$ cat src/rtl/size_field_patcher.sv
// rtl/size_field_patcher.sv - queues size-field patch requests and writes them big-endian, one byte per cycle
// Requests never stall the producer: a full queue drops and flags, an illegal size flags.
module size_field_patcher #(
   parameter int FIFO_DEPTH = 4,
   parameter int ADDR_W     = 24
) (
   input  logic                          clock,
   input  logic                          reset_n,
   input  logic [31:0]                   req_offset_addr,
   input  logic [31:0]                   req_val,
   input  logic [31:0]                   req_byte_size,
   input  logic                          err_clear,
   output logic                          mem_we,
   output logic [ADDR_W-1:0]             mem_addr,
   output logic [7:0]                    mem_wdata,
   output logic                          done,
   output logic                          busy,
   output logic [$clog2(FIFO_DEPTH):0]   fifo_level,
   output logic                          overflow,
   output logic                          size_err
);

   localparam int PTR_W = $clog2(FIFO_DEPTH);
   localparam int LVL_W = PTR_W + 1;

   typedef enum logic {IDLE, WRITE} state_t;

   state_t              state_q, state_d;
   logic [ADDR_W-1:0]   fifo_addr_q [FIFO_DEPTH];
   logic [31:0]         fifo_val_q  [FIFO_DEPTH];
   logic [2:0]          fifo_size_q [FIFO_DEPTH];
   logic [PTR_W-1:0]    wr_ptr_q, rd_ptr_q;
   logic [LVL_W-1:0]    level_q, level_d;

   logic                we_q, we_d;
   logic [ADDR_W-1:0]   addr_q, addr_d;
   logic [7:0]          wdata_q, wdata_d;
   logic                done_q, done_d;
   logic [31:0]         cur_val_q, cur_val_d;
   logic [2:0]          rem_q, rem_d;
   logic                ovf_q, ovf_d;
   logic                serr_q, serr_d;

   logic                req_legal, req_bad;
   logic                fifo_empty, fifo_full;
   logic                push, pop, drop;
   logic [ADDR_W-1:0]   head_addr;
   logic [31:0]         head_val;
   logic [2:0]          head_size;
   logic [31:0]         aligned;
   logic                unused_offset_hi;

   assign unused_offset_hi = ^req_offset_addr;

   assign req_legal  = (req_byte_size != 32'd0) && (req_byte_size <= 32'd4);
   assign req_bad    = (req_byte_size > 32'd4);
   assign fifo_empty = (level_q == '0);
   assign fifo_full  = (level_q == LVL_W'(FIFO_DEPTH));
   assign pop        = (state_q == IDLE) && !fifo_empty;
   assign push       = req_legal && (!fifo_full || pop);
   assign drop       = req_legal && fifo_full && !pop;

   assign head_addr  = fifo_addr_q[rd_ptr_q];
   assign head_val   = fifo_val_q[rd_ptr_q];
   assign head_size  = fifo_size_q[rd_ptr_q];

   // Left-justify the field so the MS byte always sits in [31:24]; the shifter then just walks left.
   always_comb begin
      aligned = head_val;
      case (head_size)
         3'd1:    aligned = {head_val[7:0], 24'h0};
         3'd2:    aligned = {head_val[15:0], 16'h0};
         3'd3:    aligned = {head_val[23:0], 8'h0};
         default: aligned = head_val;
      endcase
   end

   always_comb begin
      state_d   = state_q;
      we_d      = 1'b0;
      addr_d    = addr_q;
      wdata_d   = wdata_q;
      done_d    = 1'b0;
      cur_val_d = cur_val_q;
      rem_d     = rem_q;
      case (state_q)
         IDLE: begin
            if (pop) begin
               we_d      = 1'b1;
               addr_d    = head_addr;
               wdata_d   = aligned[31:24];
               cur_val_d = {aligned[23:0], 8'h0};
               if (head_size == 3'd1) begin
                  done_d = 1'b1;
               end else begin
                  rem_d   = head_size - 3'd1;
                  state_d = WRITE;
               end
            end
         end
         WRITE: begin
            we_d      = 1'b1;
            addr_d    = addr_q + ADDR_W'(1);
            wdata_d   = cur_val_q[31:24];
            cur_val_d = {cur_val_q[23:0], 8'h0};
            rem_d     = rem_q - 3'd1;
            if (rem_q == 3'd1) begin
               done_d  = 1'b1;
               state_d = IDLE;
            end
         end
         default: state_d = IDLE;
      endcase
   end

   always_comb begin
      level_d = level_q;
      case ({push, pop})
         2'b10:   level_d = level_q + LVL_W'(1);
         2'b01:   level_d = level_q - LVL_W'(1);
         default: level_d = level_q;
      endcase
   end

   // A new error on the same edge as err_clear leaves the flag set.
   always_comb begin
      ovf_d  = err_clear ? 1'b0 : ovf_q;
      serr_d = err_clear ? 1'b0 : serr_q;
      if (drop)    ovf_d  = 1'b1;
      if (req_bad) serr_d = 1'b1;
   end

   always_ff @(posedge clock) begin
      if (!reset_n) begin
         state_q   <= IDLE;
         wr_ptr_q  <= '0;
         rd_ptr_q  <= '0;
         level_q   <= '0;
         we_q      <= 1'b0;
         addr_q    <= '0;
         wdata_q   <= '0;
         done_q    <= 1'b0;
         cur_val_q <= '0;
         rem_q     <= '0;
         ovf_q     <= 1'b0;
         serr_q    <= 1'b0;
      end else begin
         state_q   <= state_d;
         if (push) wr_ptr_q <= wr_ptr_q + PTR_W'(1);
         if (pop)  rd_ptr_q <= rd_ptr_q + PTR_W'(1);
         level_q   <= level_d;
         we_q      <= we_d;
         addr_q    <= addr_d;
         wdata_q   <= wdata_d;
         done_q    <= done_d;
         cur_val_q <= cur_val_d;
         rem_q     <= rem_d;
         ovf_q     <= ovf_d;
         serr_q    <= serr_d;
      end
   end

   always_ff @(posedge clock) begin
      if (push) begin
         fifo_addr_q[wr_ptr_q] <= req_offset_addr[ADDR_W-1:0];
         fifo_val_q[wr_ptr_q]  <= req_val;
         fifo_size_q[wr_ptr_q] <= req_byte_size[2:0];
      end
   end

   assign mem_we     = we_q;
   assign mem_addr   = addr_q;
   assign mem_wdata  = wdata_q;
   assign done       = done_q;
   assign busy       = !fifo_empty || (state_q == WRITE);
   assign fifo_level = level_q;
   assign overflow   = ovf_q;
   assign size_err   = serr_q;

endmodule

$ cat config.mk
export PLATFORM = sky130hd
export DESIGN_NAME = size_field_patcher
export DESIGN_NICKNAME = d
export VERILOG_FILES = /design/src/rtl/size_field_patcher.sv
export SDC_FILE = /design/constraint.sdc
export NUM_CORES = 1
export LEC_CHECK = 0
export CAP_MARGIN = 25
export CORE_MARGIN = 2
export CORE_UTILIZATION = 40
export CTS_BUF_LIST = sky130_fd_sc_hd__clkbuf_16
export DETAILED_ROUTE_END_ITERATION = 12
export SETUP_SLACK_MARGIN = 0.4
export SKIP_CTS_REPAIR_TIMING = 1
export SLEW_MARGIN = 5
export SYNTH_ARGS = -nofsm -noshare
export SYNTH_HDL_FRONTEND = slang
export SYNTH_SLANG_ARGS = --single-unit
$ cat constraint.sdc
create_clock -name clock -period 5.7 [get_ports clock]
set_input_delay 1.425 -clock clock [delete_from_list [all_inputs] [get_ports clock]]
set_output_delay 1.425 -clock clock [all_outputs]
set_load 0.1 [all_outputs]
Word-level counts from Yosys, hierarchy flattened
Memory sizes are Yosys's and may differ from the RTL's. A register that Yosys moved wholly into a read port is not among the register bits.
Cells that the tools add are included.
{ "classes": {"addsub": 7, "multipliers": 0, "div_mod_pow": 0, "magnitude_cmp": 2, "n_eq_ne": 9, "shifts": 0, "n_mux": 32, "bitwise": 1, "n_reduce_logical": 16} }
{ "ops": {"columns": ["op", "count"], "rows": [
  ["32-bit one-hot mux with 3 select lines", 1],
  ["32-bit one-hot mux with 2 select lines", 1],
  ["24-bit one-hot mux with 2 select lines", 1],
  ["32-bit by 3-bit > comparator with 1-bit output (second input constant)", 1],
  ["32-bit by 3-bit less-or-equal comparator with 1-bit output (second input constant)", 1],
  ["32-bit two-way mux", 1],
  ["32-bit nonzero test", 1],
  ["24-bit by 1-bit adder with 24-bit output (second input constant)", 1],
  ["24-bit two-way mux", 1],
  ["8-bit one-hot mux with 2 select lines", 1],
  ["1-bit two-way mux", 12],
  ["2-bit two-way mux", 6],
  ["3-bit one-hot mux with 2 select lines", 2],
  ["3-bit by 1-bit subtractor with 3-bit output (second input constant)", 3],
  ["8-bit two-way mux", 1],
  ["3-bit by 1-bit equality test with 1-bit output (second input constant)", 2],
  ["3-bit by 2-bit equality test with 1-bit output (second input constant)", 2],
  ["3-bit two-way mux", 2],
  ["1-bit one-hot mux with 2 select lines", 3],
  ["2-bit nonzero test", 3],
  ["1-bit logical AND", 5],
  ["2-bit by 1-bit adder with 2-bit output (second input constant)", 2],
  ["2-bit != test (second input constant)", 2],
  ["3-bit by 1-bit adder with 3-bit output (second input constant)", 1],
  ["other kinds (8)", 11]
]} }
{ "totals": {"register_bits": 79, "latchBits": 0, "ram_bits": 236, "romBits": 0, "inputBits": 99, "out_inout_bits": 40, "elab_cells": 82, "n_memories": 3} }
{ "memory_table": {"columns": ["name", "words", "width", "rd", "rd_ports_with_merged_regs", "wr", "line", "text"], "rows": [
  ["fifo_val_q", 4, 32, 1, 1, 1, "30", "logic [31:0] fifo_val_q [FIFO_DEPTH];"],
  ["fifo_addr_q", 4, 24, 1, 1, 1, "29", "logic [ADDR_W-1:0] fifo_addr_q [FIFO_DEPTH];"],
  ["fifo_size_q", 4, 3, 1, 1, 1, "31", "logic [2:0] fifo_size_q [FIFO_DEPTH];"]
]} }

Depth between registers and ports, before layout
Gate-level depths: netlist of run 1.
{ "logic_depth": {"ltp_word": 7, "ltp_mapped": 12, "ltp_nobuf": 8} }

Least setup slack after synthesis of run 1
Ideal clock, no wire load.
{ "synth_timing": {"kind": "input -> register", "start": "input port req_byte_size[16]", "end": "memory fifo_addr_q[0][0] (enable)", "setup_time_ps": 423, "arrival_time_ps": 3845, "required_ps": 5277, "slack_ps": 1432, "path_stages": 4, "path_buffers": 0, "path_cell_list": "nor4_1 > nand4_1 > nor4_4 > and2_1"} }
{ "synth_via": {"elab_chain_cells": 5, "elab_cells_between_ends": 6, "cone_classes": "1 x order compare; 2 x mux; 3 x reduce/logical"} }
{ "synth_rtl": {"columns": ["item", "line", "text"], "rows": [
  ["start, declared", "11", "input logic [31:0] req_byte_size,"],
  ["32-bit by 3-bit less-or-equal comparator with 1-bit output / 32-bit nonzero test (equally long branches)", "55", "assign req_legal = (req_byte_size != 32'd0) && (req_byte_size <= 32'd4);"],
  ["1-bit logical AND (*)", "55", null],
  ["1-bit logical AND (*)", "60", "assign push = req_legal && (!fifo_full || pop);"],
  ["1-bit two-way mux (*)", "164", "if (push) begin"],
  ["1-bit two-way mux (not written as such) (*)", "165", "fifo_addr_q[wr_ptr_q] <= req_offset_addr[ADDR_W-1:0];"],
  ["end, declared", "29", null]
]} }
Every way passes the cells marked *; elsewhere a longest branch is shown, timed or not.

Worst setup path after layout of run 1
{ "layout_timing": {"start": "register level_q[0] (netlist: fifo_level[0])", "end": "output port busy"} }
{ "layout_via": {"elab_chain_cells": 3} }
{ "layout_rtl": {"columns": ["item", "line", "text"], "rows": [
  ["start, declared", "33", "logic [LVL_W-1:0] level_q, level_d;"],
  ["start signal, assigned", "151", "level_q <= level_d;"],
  ["3-bit logical NOT", "57", "assign fifo_empty = (level_q == '0);"],
  ["1-bit logical NOT", "175", "assign busy = !fifo_empty || (state_q == WRITE);"],
  ["1-bit logical OR", "175", null],
  ["end, declared", "17", "output logic busy,"]
]} }
No other way between the ends.

==> out/qor.csv, run 1 <==
metric,value,unit
status,finished clean,
final net count,1064,
Finish-stage setup viols,0,
asr flop ratio synth,0,%
hold_ws,0.488,ns
Mapped Nets,924,
register area,8550,sq um
I/O pins,139,
Worst-Margin Slew,1.05,ns
"FF+latch count, synth",309,
switching power,1.62,mW
Core ar.,30700,sq um
setup TNS,0,ns
Synth area leader,edfxtp_1,
DRT antenna net count,0,
full die area,32600,sq um
Post-Route WL,28500,um
CP Max Fanout,13,
Worst-path clk slew,0.06,ns
Yosys top cell area share,56.8,%
DRT iter0 DRCs,858,
GRT overflow,0,
layout cells sized above 1,14.8,%
Tot Pwr,5.85,mW
CP arrival,3.05,ns
Final GP Congestion,0.826,
Chip Height,181,um
min Tclk post-route,4.47,ns
leakage power total,4.90,nW
drt wl/cell,20.7,um
Post-synth EDFFs,236,
first-pass GRT wire length,44600,um
CP endpoint kind,primary output,
max_slew headroom,30.0,%
Die Width,181,um
"commonest non-fill, non-tap cell in the layout",edfxtp_1,
total number of vias,7537,
drt pass-1 iters,6,
Internal Power,4.23,mW
Max-Cap Viols,0,
Hold Fails Final Rpt,0,
ANT cells,0,
clock root cell,clkbuf_16,
row cnt,64,
Logic pwr share,16.7,%
Tot GR Track Use,17.5,%
Remaining DRCs,0,
Peak Freq,224,MHz
Final Cycle Share,78.5,%
TritonCTS clock tree,done,
Pins Over Slew Limit,0,
"Data required, critical path",4.28,ns
power share of the clock group,38.3,%
pin count of the biggest net entering global routing,61,
H-tree depth,2,
Sw Ratio,27.7,%
Num CTS Buffers,34,
Synth Instances,813,
worst skew pair latency,0.50,ns
Worst Setup Start Kind,flop,
Initial Util,40.7,%
Synth cell types,60,
Setup CP Type,reg -> out,
"Top FF cell, synth",edfxtp_1,
synth-to-layout area growth,23.4,%
Mapped Area,12500,sq um
final cell count without fillers,1374,
Clock Skews,0.0155,ns
Syn Area/Cell,15.3,sq um
Ys Warns,0,
drt via density,5.49,
RSZ-0062 raised after global routing,false,
most frequent cells in the layout,"236 x edfxtp_1, 130 x clkdlybuf4s50_1, 70 x nand2_1, 70 x dfxtp_1, 59 x mux4_2",
fillcell total,2554,
Buffers on Ports,130,
post-synthesis sequential area ratio,68.6,%
min-delay worst type,reg -> reg,
Clock Tree Buf Depth,3,
Num Clock Sinks,309,
Post-Place Cells,1312,
pwr/cell area,380,nW/um^2
antenna violations before repair,1,
number of global-route vias before repair,7556,
largest cells by area after synthesis,"edfxtp_1 57%, dfxtp_1 12%, mux4_2 11%",
area of the multi-input gates,3670,sq um
HPWL Detailed,18000,um
Worst VDD drop,0.173,mV
Seq pwr share,44.9,%
## logic make-up after synthesis
kind of cell             Yosys count  share of synthesized area, %
AO/OA/AOI/OAI                    165                          8.69
buffers and inverters             57                          2.08
flip-flops                       309                          68.6
AND/OR/NAND/NOR                  200                          7.92
multiplexers                      65                          11.1
adder cells (fa/ha/maj)           12                          1.26
XOR/XNOR                           5                         0.351
## final timing paths
| path | cells past startpoint | slack, ns | end | start |
|---|---|---|---|---|
| hold reg to reg | 1 | 0.49 | rem_q[0] | rem_q[0] |
| setup / recovery | 4 | 1.23 | busy | fifo_level[0] |
| hold / removal | 1 | 0.49 | rem_q[0] | rem_q[0] |
| setup reg to reg | 8 | 2.49 | cur_val_q[18] | flop |
## registers in the layout, indices dropped and copies added, names as in the netlist, named ones only
name,count
cur_val_q,24
rem_q,3
overflow,1
mem_we,1
fifo_val_q,128
fifo_level,3
mem_wdata,8
fifo_size_q,12
fifo_addr_q,96
mem_addr,24
done,1
wr_ptr_q,2
state_q,1
rd_ptr_q,2
size_err,1
## cell usage after synthesis (all sizes together) (2+ instances only)
cell	count
and2	7
nand2b	14
a22oi	16
a311oi	3
nand3	6
and4	4
buf	20
a32oi	2
mux4	59
inv	13
mux2i	5
ha	11
a31oi	6
o31a	4
xor2	3
dfxtp	73
clkbuf	24
edfxtp	236
a31o	2
o21ai	37
nor2	51
o31ai	3
nor3	16
nor2b	4
a211oi	4
or4	2
nand4	8
a222oi	16
xnor2	2
o211ai	4
and3	7
a21oi	52
a22o	8
or3	2
nand2	71
nor4	7
## power groups by stage
stage	Clock, mW	Combinational [mW]	Sequential (mW)
2_1_floorplan	0	0.354	3.00
3_3_place_gp	0	0.971	2.67
3_5_place_dp	0	0.978	2.67
4_1_cts	2.29	0.981	2.63
5_1_grt	2.38	1.04	2.64
6_report	2.24	0.979	2.63
## area by class of cell
class | instances | area share, %
well taps | 396 | 3.22
repair buffers | 148 | 9.46
inverters | 13 | 0.317
clock buffers | 37 | 6.01
multi-input cells | 447 | 23.9
clock inverters | 24 | 1.54
flip-flops and latches | 309 | 55.6
## per-stage QoR
step | instance area (sq um) | worst slack (ns) | utilization, %
floorplan | 12500 | 1.43 | -
global placement | 14200 | 1.12 | 46.3
detailed placement | 14200 | 1.10 | 46.3
CTS | 15400 | 1.24 | 50.1
global route | 15400 | 1.13 | 50.2
finish | 15400 | 1.23 | 50.2
## critical path: stages (launching register included)
cell and delay, ns:
dfxtp_1 0.47, or3_1 0.61, nor2_1 0.13, inv_1 0.17, clkdlybuf4s50_1 1.16
## layer usage
metal | global-route usage, % | vias up | wire (um)
met5 | 0 | - | 13
met1 | 25.0 | 3767 | 13200
met4 | 5.77 | 2 | 664
met2 | 27.2 | 226 | 13000
met3 | 3.07 | 48 | 1540
li1 | - | 3494 | -
No activity file was read; power rests on OpenSTA's default activity.
==> inputs of run 2 (changes only) <==
- clock period: 5.7 -> 4 ns (I/O delays scaled with it)
==> out/qor.csv, run 2 (synthesis gave the netlist of run 1 again) <==
metric,value,unit,change
met1 wire length,13100,um,-0.89%
Peak Freq,289,MHz,
first-pass GRT wire length,44900,um,+0.51%
fillcell total,2590,,+1.4%
Setup WS post-layout,0.534,ns,-0.692 ns
TritonCTS clock tree,done,,
Logic pwr share,17.7,%,+1.0 points
full die area,32600,sq um,unchanged
number of global-route vias before repair,7717,,+2.1%
number of flip-flops in the largest register,128,,unchanged
highest routed layer,met5,,
Tot GR Track Use,17.4,%,-0.042 points
pre-CTS setup slack,0.329,ns,-0.768 ns
Sw Ratio,28.8,%,+1.1 points
final core occ,50.0,%,-0.21 points
Internal Power,5.65,mW,+34%
Max-Cap Viols,0,,unchanged
Worst-path clk slew,0.06,ns,about the same
WL met3,1790,um,+16%
status,finished clean,,
max_slew headroom,30.6,%,+0.59 points
metal2 WL,13000,um,-0.17%
leakage power total,4.83,nW,-1.5%
antenna violations before repair,2,,+1
Post-Route WL,28400,um,-0.28%
row cnt,64,,unchanged
DRT iter0 DRCs,731,,-15%
Seq pwr share,47.5,%,+2.6 points
DRT antenna net count,0,,unchanged
H-tree depth,1,,-1
min Tclk post-route,3.47,ns,
synth-to-layout area growth,22.9,%,
min-delay worst type,reg -> reg,,
largest registers,"fifo_val_q x128, fifo_addr_q x96",,
Final GP Congestion,0.790,,-4.4%
Remaining DRCs,0,,unchanged
worst skew pair latency,0.55,ns,+0.05 ns
CP arrival,2.47,ns,-0.58 ns
setup TNS,0,ns,unchanged
Pins Over Slew Limit,0,,unchanged
Worst VDD drop,0.336,mV,+94%
register name with the most flops,fifo_val_q,,
Worst Reg-to-Reg Cells,7,,-1
pwr/cell area,518,nW/um^2,+36%
reg2reg setup slack,1.10,ns,-1.39 ns
Hold Path Depth,1,,unchanged
HPWL Detailed,18000,um,+0.10%
final net count,1067,,+0.28%
layout cells sized above 1,15.0,%,+0.19 points
"commonest non-fill, non-tap cell in the layout",edfxtp_1,,
Worst-Margin Slew,1.04,ns,-0.00884 ns
RSZ-0062 raised after global routing,false,,
Buffers on Ports,130,,unchanged
pin count of the biggest net entering global routing,55,,-9.8%
clock root cell,clkbuf_16,,
Die Width,181,um,unchanged
drt wl/cell,20.6,um,-0.42%
Chip Height,181,um,unchanged
drt via density,5.52,,+0.66%
Clock Skews,0.00965,ns,-0.00587 ns
"Data required, critical path",3.00,ns,-1.28 ns
Clock Tree Buf Depth,3,,unchanged
Num CTS Buffers,31,,-8.8%
switching power,2.29,mW,+41%
Tot Pwr,7.94,mW,+36%
Setup CP Type,reg -> out,,
total number of vias,7598,,+0.81%
GRT overflow,0,,unchanged
power share of the clock group,34.9,%,-3.4 points
CP Max Fanout,17,,+4
Worst Setup Start Kind,flop,,
drt pass-1 iters,5,,-1
Finish-stage setup viols,0,,unchanged
Initial Util,40.7,%,unchanged
I/O pins,139,,unchanged
Final Cycle Share,86.6,%,
CP endpoint kind,primary output,,
Num Clock Sinks,309,,unchanged
Hold Fails Final Rpt,0,,unchanged
Core ar.,30700,sq um,unchanged
most frequent cells in the layout,"236 x edfxtp_1, 129 x clkdlybuf4s50_1, 70 x nand2_1, 70 x dfxtp_1, 59 x mux4_2",,
run 2: area by class of cell:
| type | count | area [sq um] | share of cell area [%] |
|---|---|---|---|
| clock buffers | 31 | 776 | 5.06 |
| repair buffers | 154 | 1580 | 10.3 |
| multi-input cells | 447 | 3670 | 24.0 |
| clock inverters | 25 | 198 | 1.29 |
| flip-flops and latches | 309 | 8550 | 55.8 |
| inverters | 13 | 48.8 | 0.318 |
| diodes | 1 | 2.50 | 0.0163 |
| well taps | 396 | 495 | 3.23 |
run 2: layer usage:
layer  global-route usage [%]  vias to the layer above
li1                         -                     3504
met1                     25.5                     3826
met2                     27.3                      224
met3                     3.25                       42
met4                     3.97                        2
met5                        0                        -
run 2: per-stage QoR:
stage	hold slack, ns	cells	area [sq um]
global route	0.507	1375	15300
finish	0.507	1376	15300
detailed placement	0.479	1319	14400
floorplan	0.450	813	12500
global placement	0.467	1319	14400
CTS	0.497	1375	15300
run 2: worst paths after layout:
path	startpoint	end
setup / recovery	fifo_level[0]	busy
hold reg to reg	rem_q[0]	rem_q[0]
hold / removal	rem_q[0]	rem_q[0]
setup reg to reg	flop	mem_wdata[7]
run 2: worst max-delay path, cell delays in order, from the launching register on:
cell and delay (ns):
dfxtp_1 0.38, or3_1 0.69, nor2_1 0.18, buf_4 0.28, inv_1 0.17, buf_12 0.20
run 2: power groups by stage:
stage | clock network, mW | logic (mW) | registers [mW]
3_5_place_dp | 0 | 1.39 | 3.83
5_1_grt | 2.95 | 1.49 | 3.79
3_3_place_gp | 0 | 1.39 | 3.83
2_1_floorplan | 0 | 0.504 | 4.28
4_1_cts | 2.83 | 1.40 | 3.77
6_report | 2.77 | 1.40 | 3.77
==> inputs of run 3 (changes only) <==
- CTS_CLUSTER_DIAMETER: not set -> 200
- SETUP_SLACK_MARGIN: 0.4 -> not set
==> out/qor.csv, run 3 (synthesis gave the netlist of run 1 again) <==
metric,value,unit,change
status,finished clean,,
fillcell total,2609,,+0.73%
leakage power total,4.87,nW,+0.83%
most frequent cells in the layout,"236 x edfxtp_1, 129 x clkdlybuf4s50_1, 70 x nand2_1, 70 x dfxtp_1, 59 x mux4_2",,
total number of vias,7626,,+0.37%
pin count of the biggest net entering global routing,43,,-22%
min-delay worst type,reg -> reg,,
pwr/cell area,529,nW/um^2,+2.1%
switching power,2.29,mW,+0.14%
register name with the most flops,fifo_val_q,,
Post-Route WL,29000,um,+2.0%
Remaining DRCs,0,,unchanged
Crit path largest cell delay,1.19,ns,+0.50 ns
met3 usage,2.63,%,-0.63 points
Logic pwr share,17.2,%,-0.5 points
number of flip-flops in the largest register,128,,unchanged
DRT antenna net count,0,,unchanged
Worst Reg-to-Reg Cells,8,,+1
final core occ,50.2,%,+0.19 points
Hold Path Depth,2,,+1
worst skew pair latency,0.55,ns,about the same
Tot GR Track Use,17.5,%,+0.10 points
pre-CTS setup slack,0.328,ns,-0.000827 ns
CP endpoint kind,primary output,,
Sw Ratio,28.2,%,-0.65 points
Clock Skews,0.0150,ns,+0.00540 ns
GRT overflow,0,,unchanged
Finish-stage setup viols,0,,unchanged
Num Clock Sinks,309,,unchanged
Worst Setup Start Kind,flop,,
drt via density,5.54,,+0.37%
CP Capture Point,mem_addr[9],,
Hold Startpoint,mem_addr[16],,
largest registers,"fifo_val_q x128, fifo_addr_q x96",,
antenna violations before repair,0,,-2
"critical path, cell by cell",clkdlybuf4s50_1,,
drt wl/cell,21.1,um,+2.0%
Num CTS Buffers,31,,unchanged
Max-Cap Viols,0,,unchanged
Hold Fails Final Rpt,0,,unchanged
drt pass-1 iters,5,,unchanged
Pins Over Slew Limit,0,,unchanged
max_slew headroom,30.6,%,about the same
Initial Util,40.7,%,unchanged
I/O pins,139,,unchanged
Final Cycle Share,81.2,%,-5.4 points
Worst path depth,1,,-4
Internal Power,5.84,mW,+3.4%
Buffers on Ports,130,,unchanged
TritonCTS clock tree,done,,
number of global-route vias before repair,7625,,-1.2%
Setup CP Type,reg -> out,,
Seq pwr share,46.4,%,-1.1 points
"commonest non-fill, non-tap cell in the layout",edfxtp_1,,
Final GP Congestion,0.845,,+6.9%
Area after DPL,14300,sq um,about the same
Core ar.,30700,sq um,unchanged
row cnt,64,,unchanged
Worst path top cell family by delay,buffers and inverters,,
Critical Path Start,mem_addr[9],,
layout cells sized above 1,15.0,%,-0.015 points
Bufs and invs on worst path,1,,-2
DRT iter0 DRCs,619,,-15%
CP Max Fanout,8,,-9
synth-to-layout area growth,23.4,%,
hold_ws,0.510,ns,+0.00317 ns
min Tclk post-route,3.25,ns,-0.218 ns
reg2reg setup slack,1.14,ns,+0.04 ns
RSZ-0062 raised after global routing,false,,
clock root cell,clkbuf_16,,
Worst-Margin Slew,1.04,ns,-0.000329 ns
HPWL Detailed,18400,um,+2.3%
met1 usage,25.8,%,+0.34 points
Clock Tree Buf Depth,3,,unchanged
"Data required, critical path",3.00,ns,about the same
met2 usage,27.4,%,+0.14 points
Worst-path clk slew,0.06,ns,about the same
Peak Freq,308,MHz,+6.7%
Chip Height,181,um,unchanged
GR peak layer,met2,,
Worst VDD drop,0.351,mV,+4.4%
Final Cell Area,15400,sq um,+0.38%
Die Width,181,um,unchanged
Post-Place Cells,1319,,unchanged
final cell count without fillers,1376,,unchanged
final net count,1067,,unchanged
full die area,32600,sq um,unchanged
first-pass GRT wire length,44800,um,about the same
power share of the clock group,36.4,%,+1.5 points
ANT cells,0,,-1
setup TNS,0,ns,unchanged
CP arrival,2.25,ns,-0.22 ns
RR Endpoint,cur_val_q[16],,
Tot Pwr,8.13,mW,+2.5%
H-tree depth,1,,unchanged
Setup WS post-layout,0.752,ns,+0.218 ns
"Slowest-stage cell, CP",clkdlybuf4s50_1,,
==> run 3: cell count changes in the layout (fill, tap and decap cells not counted) <==
cell / previous run / this run
diode_2: 1 / 0
buf_12: 8 / 7
clkinv_1: 8 / 7
clkinv_2: 4 / 3
inv_1: 17 / 19
bufinv_16: 3 / 6
buf_4: 17 / 18
clkinvlp_4: 4 / 3
clkinv_4: 1 / 0
==> run 3: routing by layer <==
| metal | wire [um] | vias to the layer above | part of all wire, % |
|---|---|---|---|
| met5 | 0 | - | 0 |
| met4 | 486 | 0 | 1.7 |
| met3 | 1510 | 41 | 5.2 |
| met2 | 13600 | 246 | 47 |
| met1 | 13400 | 3839 | 46 |
| li1 | - | 3500 | - |
==> run 3: area by class of cell <==
class	count	area, sq um	share of cell area [%]
Multi-Input combinational cell	447	3670	23.9
Clock inverter	26	270	1.76
Timing Repair Buffer	154	1570	10.2
Sequential cell	309	8550	55.6
Clock buffer	31	776	5.04
Tap cell	396	495	3.22
Inverter	13	48.8	0.317
==> run 3: power groups by stage <==
stage | sequential (mW) | clock [mW] | combinational [mW]
3_5_place_dp | 3.84 | 0 | 1.39
2_1_floorplan | 4.28 | 0 | 0.504
3_3_place_gp | 3.84 | 0 | 1.38
4_1_cts | 3.77 | 3.02 | 1.40
5_1_grt | 3.80 | 3.14 | 1.49
6_report | 3.77 | 2.96 | 1.40
==> run 3: how the worst min path moves through the flow <==
stage	endpoint	slack, ns
5_1_grt	cur_val_q[13]	0.53
2_1_floorplan	rem_q[0]	0.45
3_5_place_dp	rem_q[0]	0.49
3_3_place_gp	rem_q[0]	0.47
6_report	mem_addr[16]	0.51
4_1_cts	rem_q[0]	0.51
